==> src/rtl/id_ex_pipe_pkg.sv <==
// Shared types for the ID/EX pipeline register: the decoded control bundle,
// the per-cycle update selector and helpers that strip side-effecting enables.
package id_ex_pipe_pkg;

  localparam int BRANCH_W   = 3;
  localparam int WDSEL_W    = 2;
  localparam int ALUSRC_W   = 2;
  localparam int ALUFUNC_W  = 4;
  localparam int MEMSIZE_W  = 2;
  localparam int IMM_W      = 16;
  localparam int SHAMT_W    = 5;
  localparam int JAL_LINK_REG = 31;

  // Field order fixes the packed bit positions, isJmp in the MSB.
  typedef struct packed {
    logic                 isJmp;
    logic [BRANCH_W-1:0]  branch;
    logic [WDSEL_W-1:0]   rfWriteDataSel;
    logic                 rfWriteAddrSel;
    logic                 rfWriteEnable;
    logic                 memWrite;
    logic                 memRead;
    logic [ALUSRC_W-1:0]  aluSrc;
    logic                 aluSrc2;
    logic [ALUFUNC_W-1:0] aluFunc;
    logic                 bitXtend;
    logic [MEMSIZE_W-1:0] memDataSize;
    logic                 memBitExt;
    logic                 isJR;
    logic                 isJAL;
    logic                 invOpcode;
  } ctrl_t;

  localparam int CTRL_W = $bits(ctrl_t);

  typedef enum logic [1:0] {
    UPD_LOAD   = 2'd0,
    UPD_FLUSH  = 2'd1,
    UPD_HOLD   = 2'd2,
    UPD_BUBBLE = 2'd3
  } upd_e;

  // A bubble must not write, touch memory or redirect the PC.
  function automatic ctrl_t killEnables(input ctrl_t c);
    ctrl_t r;
    r               = c;
    r.rfWriteEnable = 1'b0;
    r.memWrite      = 1'b0;
    r.memRead       = 1'b0;
    r.branch        = '0;
    r.isJmp         = 1'b0;
    r.isJR          = 1'b0;
    r.isJAL         = 1'b0;
    return r;
  endfunction

  // A trapping instruction keeps its identity but loses register/memory writes.
  function automatic ctrl_t clearWriteMem(input ctrl_t c);
    ctrl_t r;
    r               = c;
    r.rfWriteEnable = 1'b0;
    r.memWrite      = 1'b0;
    r.memRead       = 1'b0;
    return r;
  endfunction

endpackage

==> src/rtl/id_ex_pipe_if.sv <==
// Decode/EX handshake bundle for id_ex_pipe. master = surrounding core,
// slave = the pipeline register itself.
interface id_ex_pipe_if
  import id_ex_pipe_pkg::*;
#(
   parameter int XLEN   = 32,
   parameter int REG_AW = 5
) ();

   logic               id_valid;
   logic [XLEN-1:0]    id_pc;
   logic [REG_AW-1:0]  id_rs_addr;
   logic [REG_AW-1:0]  id_rt_addr;
   logic [REG_AW-1:0]  id_rd_addr;
   logic [XLEN-1:0]    id_rs_data;
   logic [XLEN-1:0]    id_rt_data;
   logic [IMM_W-1:0]   id_imm;
   logic [SHAMT_W-1:0] id_shamt;
   ctrl_t              id_ctrl;

   logic               ex_flush;
   logic               ex_hold;
   logic               id_stall;

   logic               ex_valid;
   logic [XLEN-1:0]    ex_pc;
   logic [XLEN-1:0]    ex_rs_data;
   logic [XLEN-1:0]    ex_rt_data;
   logic [IMM_W-1:0]   ex_imm;
   logic [SHAMT_W-1:0] ex_shamt;
   ctrl_t              ex_ctrl;
   logic [REG_AW-1:0]  ex_dest;
   logic               ex_trap;

   modport master (
      output id_valid, id_pc, id_rs_addr, id_rt_addr, id_rd_addr,
             id_rs_data, id_rt_data, id_imm, id_shamt, id_ctrl,
             ex_flush, ex_hold,
      input  id_stall, ex_valid, ex_pc, ex_rs_data, ex_rt_data, ex_imm,
             ex_shamt, ex_ctrl, ex_dest, ex_trap
   );

   modport slave (
      input  id_valid, id_pc, id_rs_addr, id_rt_addr, id_rd_addr,
             id_rs_data, id_rt_data, id_imm, id_shamt, id_ctrl,
             ex_flush, ex_hold,
      output id_stall, ex_valid, ex_pc, ex_rs_data, ex_rt_data, ex_imm,
             ex_shamt, ex_ctrl, ex_dest, ex_trap
   );

endinterface

==> src/rtl/id_ex_pipe_load_use_detect.sv <==
// Load-use hazard compare: a load in EX whose destination is read by the
// instruction in decode. Purely combinational.
module load_use_detect #(
   parameter int REG_AW = 5
) (
   input  logic              exValid,
   input  logic              exMemRead,
   input  logic [REG_AW-1:0] exDest,
   input  logic [REG_AW-1:0] idRsAddr,
   input  logic [REG_AW-1:0] idRtAddr,
   input  logic              rtIsSrc,
   output logic              hazard
);

   logic rsHit;
   logic rtHit;

   assign rsHit  = (exDest == idRsAddr);
   assign rtHit  = rtIsSrc & (exDest == idRtAddr);
   // r0 is hard-wired zero, so a load into it never creates a dependency.
   assign hazard = exValid & exMemRead & (exDest != '0) & (rsHit | rtHit);

endmodule

==> src/rtl/id_ex_pipe.sv <==
// ID/EX pipeline register with load-use bubble insertion, flush and hold.
// Define PIPE_PERF_CNT_EN to add the stall_cycles / flush_cycles counters.
module id_ex_pipe
   import id_ex_pipe_pkg::*;
#(
   parameter int XLEN   = 32,
   parameter int REG_AW = 5
) (
   input  logic            clk,
   input  logic            rst_n,
   id_ex_pipe_if.slave     pipe
`ifdef PIPE_PERF_CNT_EN
   ,
   output logic [XLEN-1:0] stall_cycles,
   output logic [XLEN-1:0] flush_cycles
`endif
);

   ctrl_t              idCtrl;
   logic [REG_AW-1:0]  idDest;
   logic               rtIsSrc;
   logic               rawHazard;
   logic               hazard;
   upd_e               upd;

   ctrl_t              loadCtrl;
   logic [REG_AW-1:0]  loadDest;
   logic               loadTrap;

   logic               exValidQ;
   logic               exTrapQ;
   logic [XLEN-1:0]    exPcQ;
   logic [XLEN-1:0]    exRsDataQ;
   logic [XLEN-1:0]    exRtDataQ;
   logic [IMM_W-1:0]   exImmQ;
   logic [SHAMT_W-1:0] exShamtQ;
   ctrl_t              exCtrlQ;
   logic [REG_AW-1:0]  exDestQ;

   assign idCtrl = pipe.id_ctrl;

   always_comb begin
      // NOTE: every always_comb output gets a default before any branch so no path leaves it unassigned, which would infer a latch.
      idDest = pipe.id_rt_addr;
      if (idCtrl.isJAL) begin
         idDest = REG_AW'(JAL_LINK_REG);
      end else if (idCtrl.rfWriteAddrSel) begin
         idDest = pipe.id_rd_addr;
      end
      if (!idCtrl.rfWriteEnable) begin
         idDest = '0;
      end
   end

   // rt is only a pure destination for I-type writes (ADDI, LW, ...).
   assign rtIsSrc = !(idCtrl.rfWriteEnable & !idCtrl.rfWriteAddrSel & !idCtrl.isJAL);

   load_use_detect #(
      .REG_AW (REG_AW)
   ) u_loadUseDetect (
      .exValid   (exValidQ),
      .exMemRead (exCtrlQ.memRead),
      .exDest    (exDestQ),
      .idRsAddr  (pipe.id_rs_addr),
      .idRtAddr  (pipe.id_rt_addr),
      .rtIsSrc   (rtIsSrc),
      .hazard    (rawHazard)
   );

   assign hazard = rawHazard & pipe.id_valid;

   always_comb begin
      upd = UPD_LOAD;
      if (pipe.ex_flush) begin
         upd = UPD_FLUSH;
      end else if (pipe.ex_hold) begin
         upd = UPD_HOLD;
      end else if (hazard) begin
         upd = UPD_BUBBLE;
      end
   end

   // Gating with rst_n releases IF/ID the moment reset is asserted.
   assign pipe.id_stall = rst_n & ((upd == UPD_HOLD) | (upd == UPD_BUBBLE));

   always_comb begin
      loadCtrl = idCtrl;
      loadDest = idDest;
      loadTrap = 1'b0;
      if (!pipe.id_valid) begin
         loadCtrl = killEnables(idCtrl);
         loadDest = '0;
      end else if (idCtrl.invOpcode) begin
         loadCtrl = clearWriteMem(idCtrl);
         loadDest = '0;
         loadTrap = 1'b1;
      end
   end

   always_ff @(posedge clk or negedge rst_n) begin
      if (!rst_n) begin
         // NOTE: registers use non-blocking assignments so every flop samples pre-edge values regardless of statement order.
         exValidQ  <= 1'b0;
         exTrapQ   <= 1'b0;
         exPcQ     <= '0;
         exRsDataQ <= '0;
         exRtDataQ <= '0;
         exImmQ    <= '0;
         exShamtQ  <= '0;
         exCtrlQ   <= '0;
         exDestQ   <= '0;
      end else begin
         unique case (upd)
            UPD_FLUSH, UPD_BUBBLE: begin
               exValidQ <= 1'b0;
               exTrapQ  <= 1'b0;
               exDestQ  <= '0;
               exCtrlQ  <= killEnables(exCtrlQ);
            end
            UPD_HOLD: begin
            end
            default: begin
               exValidQ  <= pipe.id_valid;
               exTrapQ   <= loadTrap;
               exPcQ     <= pipe.id_pc;
               exRsDataQ <= pipe.id_rs_data;
               exRtDataQ <= pipe.id_rt_data;
               exImmQ    <= pipe.id_imm;
               exShamtQ  <= pipe.id_shamt;
               exCtrlQ   <= loadCtrl;
               exDestQ   <= loadDest;
            end
         endcase
      end
   end

   assign pipe.ex_valid   = exValidQ;
   assign pipe.ex_trap    = exTrapQ;
   assign pipe.ex_pc      = exPcQ;
   assign pipe.ex_rs_data = exRsDataQ;
   assign pipe.ex_rt_data = exRtDataQ;
   assign pipe.ex_imm     = exImmQ;
   assign pipe.ex_shamt   = exShamtQ;
   assign pipe.ex_ctrl    = exCtrlQ;
   assign pipe.ex_dest    = exDestQ;

`ifdef PIPE_PERF_CNT_EN
   always_ff @(posedge clk or negedge rst_n) begin
      if (!rst_n) begin
         stall_cycles <= '0;
         flush_cycles <= '0;
      end else begin
         if (upd == UPD_BUBBLE) begin
            stall_cycles <= stall_cycles + 1'b1;
         end
         if (upd == UPD_FLUSH) begin
            flush_cycles <= flush_cycles + 1'b1;
         end
      end
   end
`endif

endmodule

==> src/flat_wrapper.sv <==
// flat-port wrapper written by rule: the top's interface ports become plain ports
module id_ex_pipe_flat import id_ex_pipe_pkg::*;
#(
   parameter int XLEN   = 32,
   parameter int REG_AW = 5
)
  (clk, rst_n, pipe_id_valid, pipe_id_pc, pipe_id_rs_addr, pipe_id_rt_addr, pipe_id_rd_addr, pipe_id_rs_data, pipe_id_rt_data, pipe_id_imm, pipe_id_shamt, pipe_id_ctrl, pipe_ex_flush, pipe_ex_hold, pipe_id_stall, pipe_ex_valid, pipe_ex_pc, pipe_ex_rs_data, pipe_ex_rt_data, pipe_ex_imm, pipe_ex_shamt, pipe_ex_ctrl, pipe_ex_dest, pipe_ex_trap);
  id_ex_pipe_if #(.XLEN(XLEN), .REG_AW(REG_AW)) pipe_i ();
  input  logic clk;
  input  logic rst_n;
  input wire logic [$bits(pipe_i.id_valid)-1:0] pipe_id_valid;
  input wire logic [$bits(pipe_i.id_pc)-1:0] pipe_id_pc;
  input wire logic [$bits(pipe_i.id_rs_addr)-1:0] pipe_id_rs_addr;
  input wire logic [$bits(pipe_i.id_rt_addr)-1:0] pipe_id_rt_addr;
  input wire logic [$bits(pipe_i.id_rd_addr)-1:0] pipe_id_rd_addr;
  input wire logic [$bits(pipe_i.id_rs_data)-1:0] pipe_id_rs_data;
  input wire logic [$bits(pipe_i.id_rt_data)-1:0] pipe_id_rt_data;
  input wire logic [$bits(pipe_i.id_imm)-1:0] pipe_id_imm;
  input wire logic [$bits(pipe_i.id_shamt)-1:0] pipe_id_shamt;
  input wire logic [$bits(pipe_i.id_ctrl)-1:0] pipe_id_ctrl;
  input wire logic [$bits(pipe_i.ex_flush)-1:0] pipe_ex_flush;
  input wire logic [$bits(pipe_i.ex_hold)-1:0] pipe_ex_hold;
  output wire logic [$bits(pipe_i.id_stall)-1:0] pipe_id_stall;
  output wire logic [$bits(pipe_i.ex_valid)-1:0] pipe_ex_valid;
  output wire logic [$bits(pipe_i.ex_pc)-1:0] pipe_ex_pc;
  output wire logic [$bits(pipe_i.ex_rs_data)-1:0] pipe_ex_rs_data;
  output wire logic [$bits(pipe_i.ex_rt_data)-1:0] pipe_ex_rt_data;
  output wire logic [$bits(pipe_i.ex_imm)-1:0] pipe_ex_imm;
  output wire logic [$bits(pipe_i.ex_shamt)-1:0] pipe_ex_shamt;
  output wire logic [$bits(pipe_i.ex_ctrl)-1:0] pipe_ex_ctrl;
  output wire logic [$bits(pipe_i.ex_dest)-1:0] pipe_ex_dest;
  output wire logic [$bits(pipe_i.ex_trap)-1:0] pipe_ex_trap;
  assign pipe_i.id_valid = pipe_id_valid;
  assign pipe_i.id_pc = pipe_id_pc;
  assign pipe_i.id_rs_addr = pipe_id_rs_addr;
  assign pipe_i.id_rt_addr = pipe_id_rt_addr;
  assign pipe_i.id_rd_addr = pipe_id_rd_addr;
  assign pipe_i.id_rs_data = pipe_id_rs_data;
  assign pipe_i.id_rt_data = pipe_id_rt_data;
  assign pipe_i.id_imm = pipe_id_imm;
  assign pipe_i.id_shamt = pipe_id_shamt;
  assign pipe_i.id_ctrl = pipe_id_ctrl;
  assign pipe_i.ex_flush = pipe_ex_flush;
  assign pipe_i.ex_hold = pipe_ex_hold;
  assign pipe_id_stall = pipe_i.id_stall;
  assign pipe_ex_valid = pipe_i.ex_valid;
  assign pipe_ex_pc = pipe_i.ex_pc;
  assign pipe_ex_rs_data = pipe_i.ex_rs_data;
  assign pipe_ex_rt_data = pipe_i.ex_rt_data;
  assign pipe_ex_imm = pipe_i.ex_imm;
  assign pipe_ex_shamt = pipe_i.ex_shamt;
  assign pipe_ex_ctrl = pipe_i.ex_ctrl;
  assign pipe_ex_dest = pipe_i.ex_dest;
  assign pipe_ex_trap = pipe_i.ex_trap;
  id_ex_pipe #(.XLEN(XLEN), .REG_AW(REG_AW)) u_core (.clk(clk), .rst_n(rst_n), .pipe(pipe_i));
endmodule
==> config.mk <==
export PLATFORM = sky130hd
export DESIGN_NAME = id_ex_pipe_flat
export DESIGN_NICKNAME = d
export VERILOG_FILES = /design/src/rtl/id_ex_pipe_pkg.sv /design/src/rtl/id_ex_pipe_if.sv /design/src/rtl/id_ex_pipe_load_use_detect.sv /design/src/rtl/id_ex_pipe.sv /design/src/flat_wrapper.sv
export SDC_FILE = /design/constraint.sdc
export NUM_CORES = 1
export LEC_CHECK = 0
export ABC_AREA = 0
export CAP_MARGIN = 40
export CORE_MARGIN = 2
export CORE_UTILIZATION = 35
export CTS_BUF_LIST = sky130_fd_sc_hd__clkbuf_8
export DETAILED_ROUTE_END_ITERATION = 6
export PLACE_DENSITY_LB_ADDON = 0.1
export SYNTH_ARGS = -nofsm -noshare
export SYNTH_HDL_FRONTEND = slang
export SYNTH_SLANG_ARGS = --single-unit
==> constraint.sdc <==
create_clock -name clk -period 3.7 [get_ports clk]
set_input_delay 0.74 -clock clk [delete_from_list [all_inputs] [get_ports clk]]
set_output_delay 0.74 -clock clk [all_outputs]
set_load 0.05 [all_outputs]
==> flow_metrics.py <==
metrics = {
    "sta": {
        "drv_slew": 0,
        "whs_ns": 0.219,
        "worst-slew-pin-transition_ns": 0.724,
        "finalHoldViolations": 0,
        "finalClockSkew_ns": 0.0117,
        "maxSlewHeadroom": 0.516,
        "min_period_over_period": 0.937,
        "min_period_ns": 3.47,
        "clock.fmax_ghz": 0.288,
        "fin_setup_tns_ns": 0,
        "grt_setup_unrepaired": "no",
        "setup_violations": 0,
    },
    "cts": {
        "htreeDepth": 4,
        "root_buffer": "clkbuf_8",
        "hold_buffers": 0,
        "cts_resized": 0,
        "clkLatencyLatePin_ns": 0.43,
        "path_clk_slew_ns": 0.09,
        "postCtsSetupBuffers": 0,
        "cts_tree": "done",
        "max-clock-path-buffers": 2,
        "cts.sinks": 148,
        "cts_buffers": 17,
    },
    "floorplan": {
        "die_h_um": 132,
        "die_area_um2": 17500,
        "core_um2": 15900,
        "start_util": 0.360,
        "rows": 46,
        "die_w_um": 132,
        "ios": 310,
    },
    "layout": {
        "register_area_um2": 3700,
        "final_nets": 842,
        "area_growth_syn_to_layout_pct": 65.1,
        "fillCellCount": 1285,
        "multi_input_area_um2": 1900,
        "finalInstanceArea_um2": 9480,
        "drive_above_1_share": 0.138,
    },
    "routing": {
        "firstDrtPassIters": 4,
        "vias": 4190,
        "wl_per_cell_um": 17.5,
        "wirelength_um": 15900,
        "vias_per_cell": 4.60,
        "drc": 0,
        "detail_route.iter0.violations": 81,
        "drtAntennaViolNets": 0,
    },
    "placement": {
        "numPortBuffers": 309,
        "hpwl_um": 12200,
        "placed_area_um2": 9100,
        "gp_congestion": 0.805,
    },
    "setup_path": {
        "crit_fanout": 7,
        "reg2regPathDepth": 8,
        "r2r-start": "u_core.pipe.ex_dest[0]$_DFFE_PN0N_",
        "reg2reg_slack_ns": 0.94,
        "worstPathArrival_ns": 2.73,
        "cp_data_required_time_ns": 2.96,
        "critPathLaunchType": "input pin",
        "path_class": "in -> out",
        "rr_endpoint": "u_core.pipe.ex_ctrl[5]$_DFFE_PN0P_",
        "end_kind": "primary output",
    },
    "logic_synthesis": {
        "yosysUniqueCellTypes": 27,
        "synth-edff-count": 0,
        "synthMostInstantiatedCell": "dfrtp_1",
        "ys_warn_count": 0,
        "async_flop_share": 1.00,
        "synth_common_cells": "148 x dfrtp_1, 80 x mux2_1, 52 x mux2_2",
        "yosysTopAreaCell": "dfrtp_1",
        "synth_flop_cell": "dfrtp_1",
        "synth_area_per_cell_um2": 16.0,
        "syn_inst": 359,
        "synth-seq-area-share": 0.645,
        "synth.net_count": 520,
        "synth_top_cell_area_share": 0.645,
        "synthTopCellsByArea": "dfrtp_1 64%, mux2_1 16%, mux2_2 10%, buf_6 1.6%, xnor2_1 1.5%",
        "synth_area_um2": 5740,
        "synth_seq_cells": 148,
    },
    "global_routing": {
        "antenna_found_initial": 1,
        "use_met2": 0.317,
        "grt.total_usage": 0.183,
        "gr-total-overflow": 0,
        "met1_usage": 0.204,
        "grt_max_degree": 57,
        "top_usage_layer": "met2",
        "grt_pass1_wl_um": 24600,
        "met3_usage": 0.0627,
        "grt_pass1_vias": 4419,
    },
    "pwr": {
        "p_int_mw": 3.12,
        "power.switching_mw": 1.78,
        "p_leak_nw": 3.88,
        "p_comb_frac": 0.356,
        "power_frac_clock": 0.249,
        "p_sw_frac": 0.364,
        "pwr-share-seq": 0.396,
        "vdd_ir_drop_max_mv": 0.229,
        "power-per-cell-area_nw_per_um2": 517,
    },
    "job": {
        "drv_cap": 0,
    },
    "hold_path": {
        "hold_path_class": "in -> async",
    },
    "outcome": {
        "status": "finished clean",
    },
}
## flip-flops by register name (all words and copies together) (netlist names)
name,cells
u_core.pipe.ex_ctrl,24
u_core.pipe.ex_dest,5
u_core.pipe.ex_imm,16
u_core.pipe.ex_pc,32
u_core.pipe.ex_rs_data,32
u_core.pipe.ex_rt_data,32
u_core.pipe.ex_shamt,5
u_core.pipe.ex_trap,1
u_core.pipe.ex_valid,1
## power groups by stage
stage	sequential [mW]	combinational (mW)	clock, mW
detailed placement	1.98	1.76	0
global placement	1.96	1.75	0
floorplan	2.75	0.236	0
global route	1.97	1.81	1.33
finish	1.94	1.74	1.22
CTS	1.94	1.76	1.26
## critical path, cell delays in order
cell	delay [ns]
clkdlybuf4s50_1	0.63
nand2b_1	0.14
o21ai_0	0.07
o22ai_1	0.43
a21oi_1	0.12
nor3b_1	0.39
buf_12	0.19
## cell usage in the layout (no fill, tap or decap), types with 2 or more instances in the layout
master | synthesis | routed
bufinv_16 | 0 | 2
nand2_1 | 11 | 11
nor2b_1 | 5 | 5
clkdlybuf4s50_1 | 0 | 307
inv_6 | 0 | 2
a211oi_1 | 5 | 5
dfrtp_1 | 148 | 148
mux2_1 | 80 | 80
o21ai_0 | 6 | 6
nor2_1 | 2 | 2
clkbuf_8 | 0 | 18
inv_1 | 2 | 5
a22o_1 | 7 | 7
clkinvlp_4 | 0 | 4
buf_12 | 0 | 3
mux2_2 | 52 | 52
clkinv_2 | 0 | 2
a32o_1 | 2 | 2
xnor2_1 | 10 | 10
buf_4 | 2 | 9
## layout make-up
class / count / share of cell area
Antenna cell: 1 / 0.000264
Clock buffer: 18 / 0.0261
Clock inverter: 14 / 0.0145
Inverter: 2 / 0.000792
Multi-Input combinational cell: 192 / 0.201
Sequential cell: 148 / 0.391
Tap cell: 216 / 0.0285
Timing Repair Buffer: 320 / 0.339
## routing by layer
layer  vias up  part of all wire
li1       1921                 -
met1      2070              0.38
met2       179              0.52
met3        20             0.073
met4         0             0.024
met5         -                 0
## logic make-up (layout without fill, tap and decap cells)
| kind of cell | Yosys count | count (layout) | share of synthesized area |
|---|---|---|---|
| and+or+nand+nor | 24 | 24 | 0.0205 |
| xor gates and xnor gates | 10 | 10 | 0.0152 |
| other | 0 | 1 | 0 |
| DFF | 148 | 148 | 0.645 |
| AOI/OAI and AO/OA | 26 | 26 | 0.0355 |
| buffers and inverters | 19 | 354 | 0.0253 |
| muxes | 132 | 132 | 0.259 |
## worst max path at each step
stage                                                  start       endpoint  slack, ns  cells after the start
after global placement                       pipe_id_ctrl[1]  pipe_id_stall       0.33                      7
after global routing                         pipe_id_ctrl[1]  pipe_id_stall       0.11                      7
after detailed placement                     pipe_id_ctrl[1]  pipe_id_stall       0.28                      7
final                                        pipe_id_ctrl[1]  pipe_id_stall       0.23                      7
after CTS                                    pipe_id_ctrl[1]  pipe_id_stall       0.25                      7
after floorplan           u_core.pipe.ex_dest[0]$_DFFE_PN0N_  pipe_id_stall       0.34                      5
## through the flow
step	util	setup slack [ns]	power (mW)	std cells
finish	0.595	0.233	4.91	911
floorplan	-	0.343	2.99	359
global route	0.595	0.108	5.12	911
global placement	0.571	0.333	3.71	878
detailed placement	0.571	0.277	3.73	878
CTS	0.595	0.255	4.97	910
(Power assumes the default switching activity.)
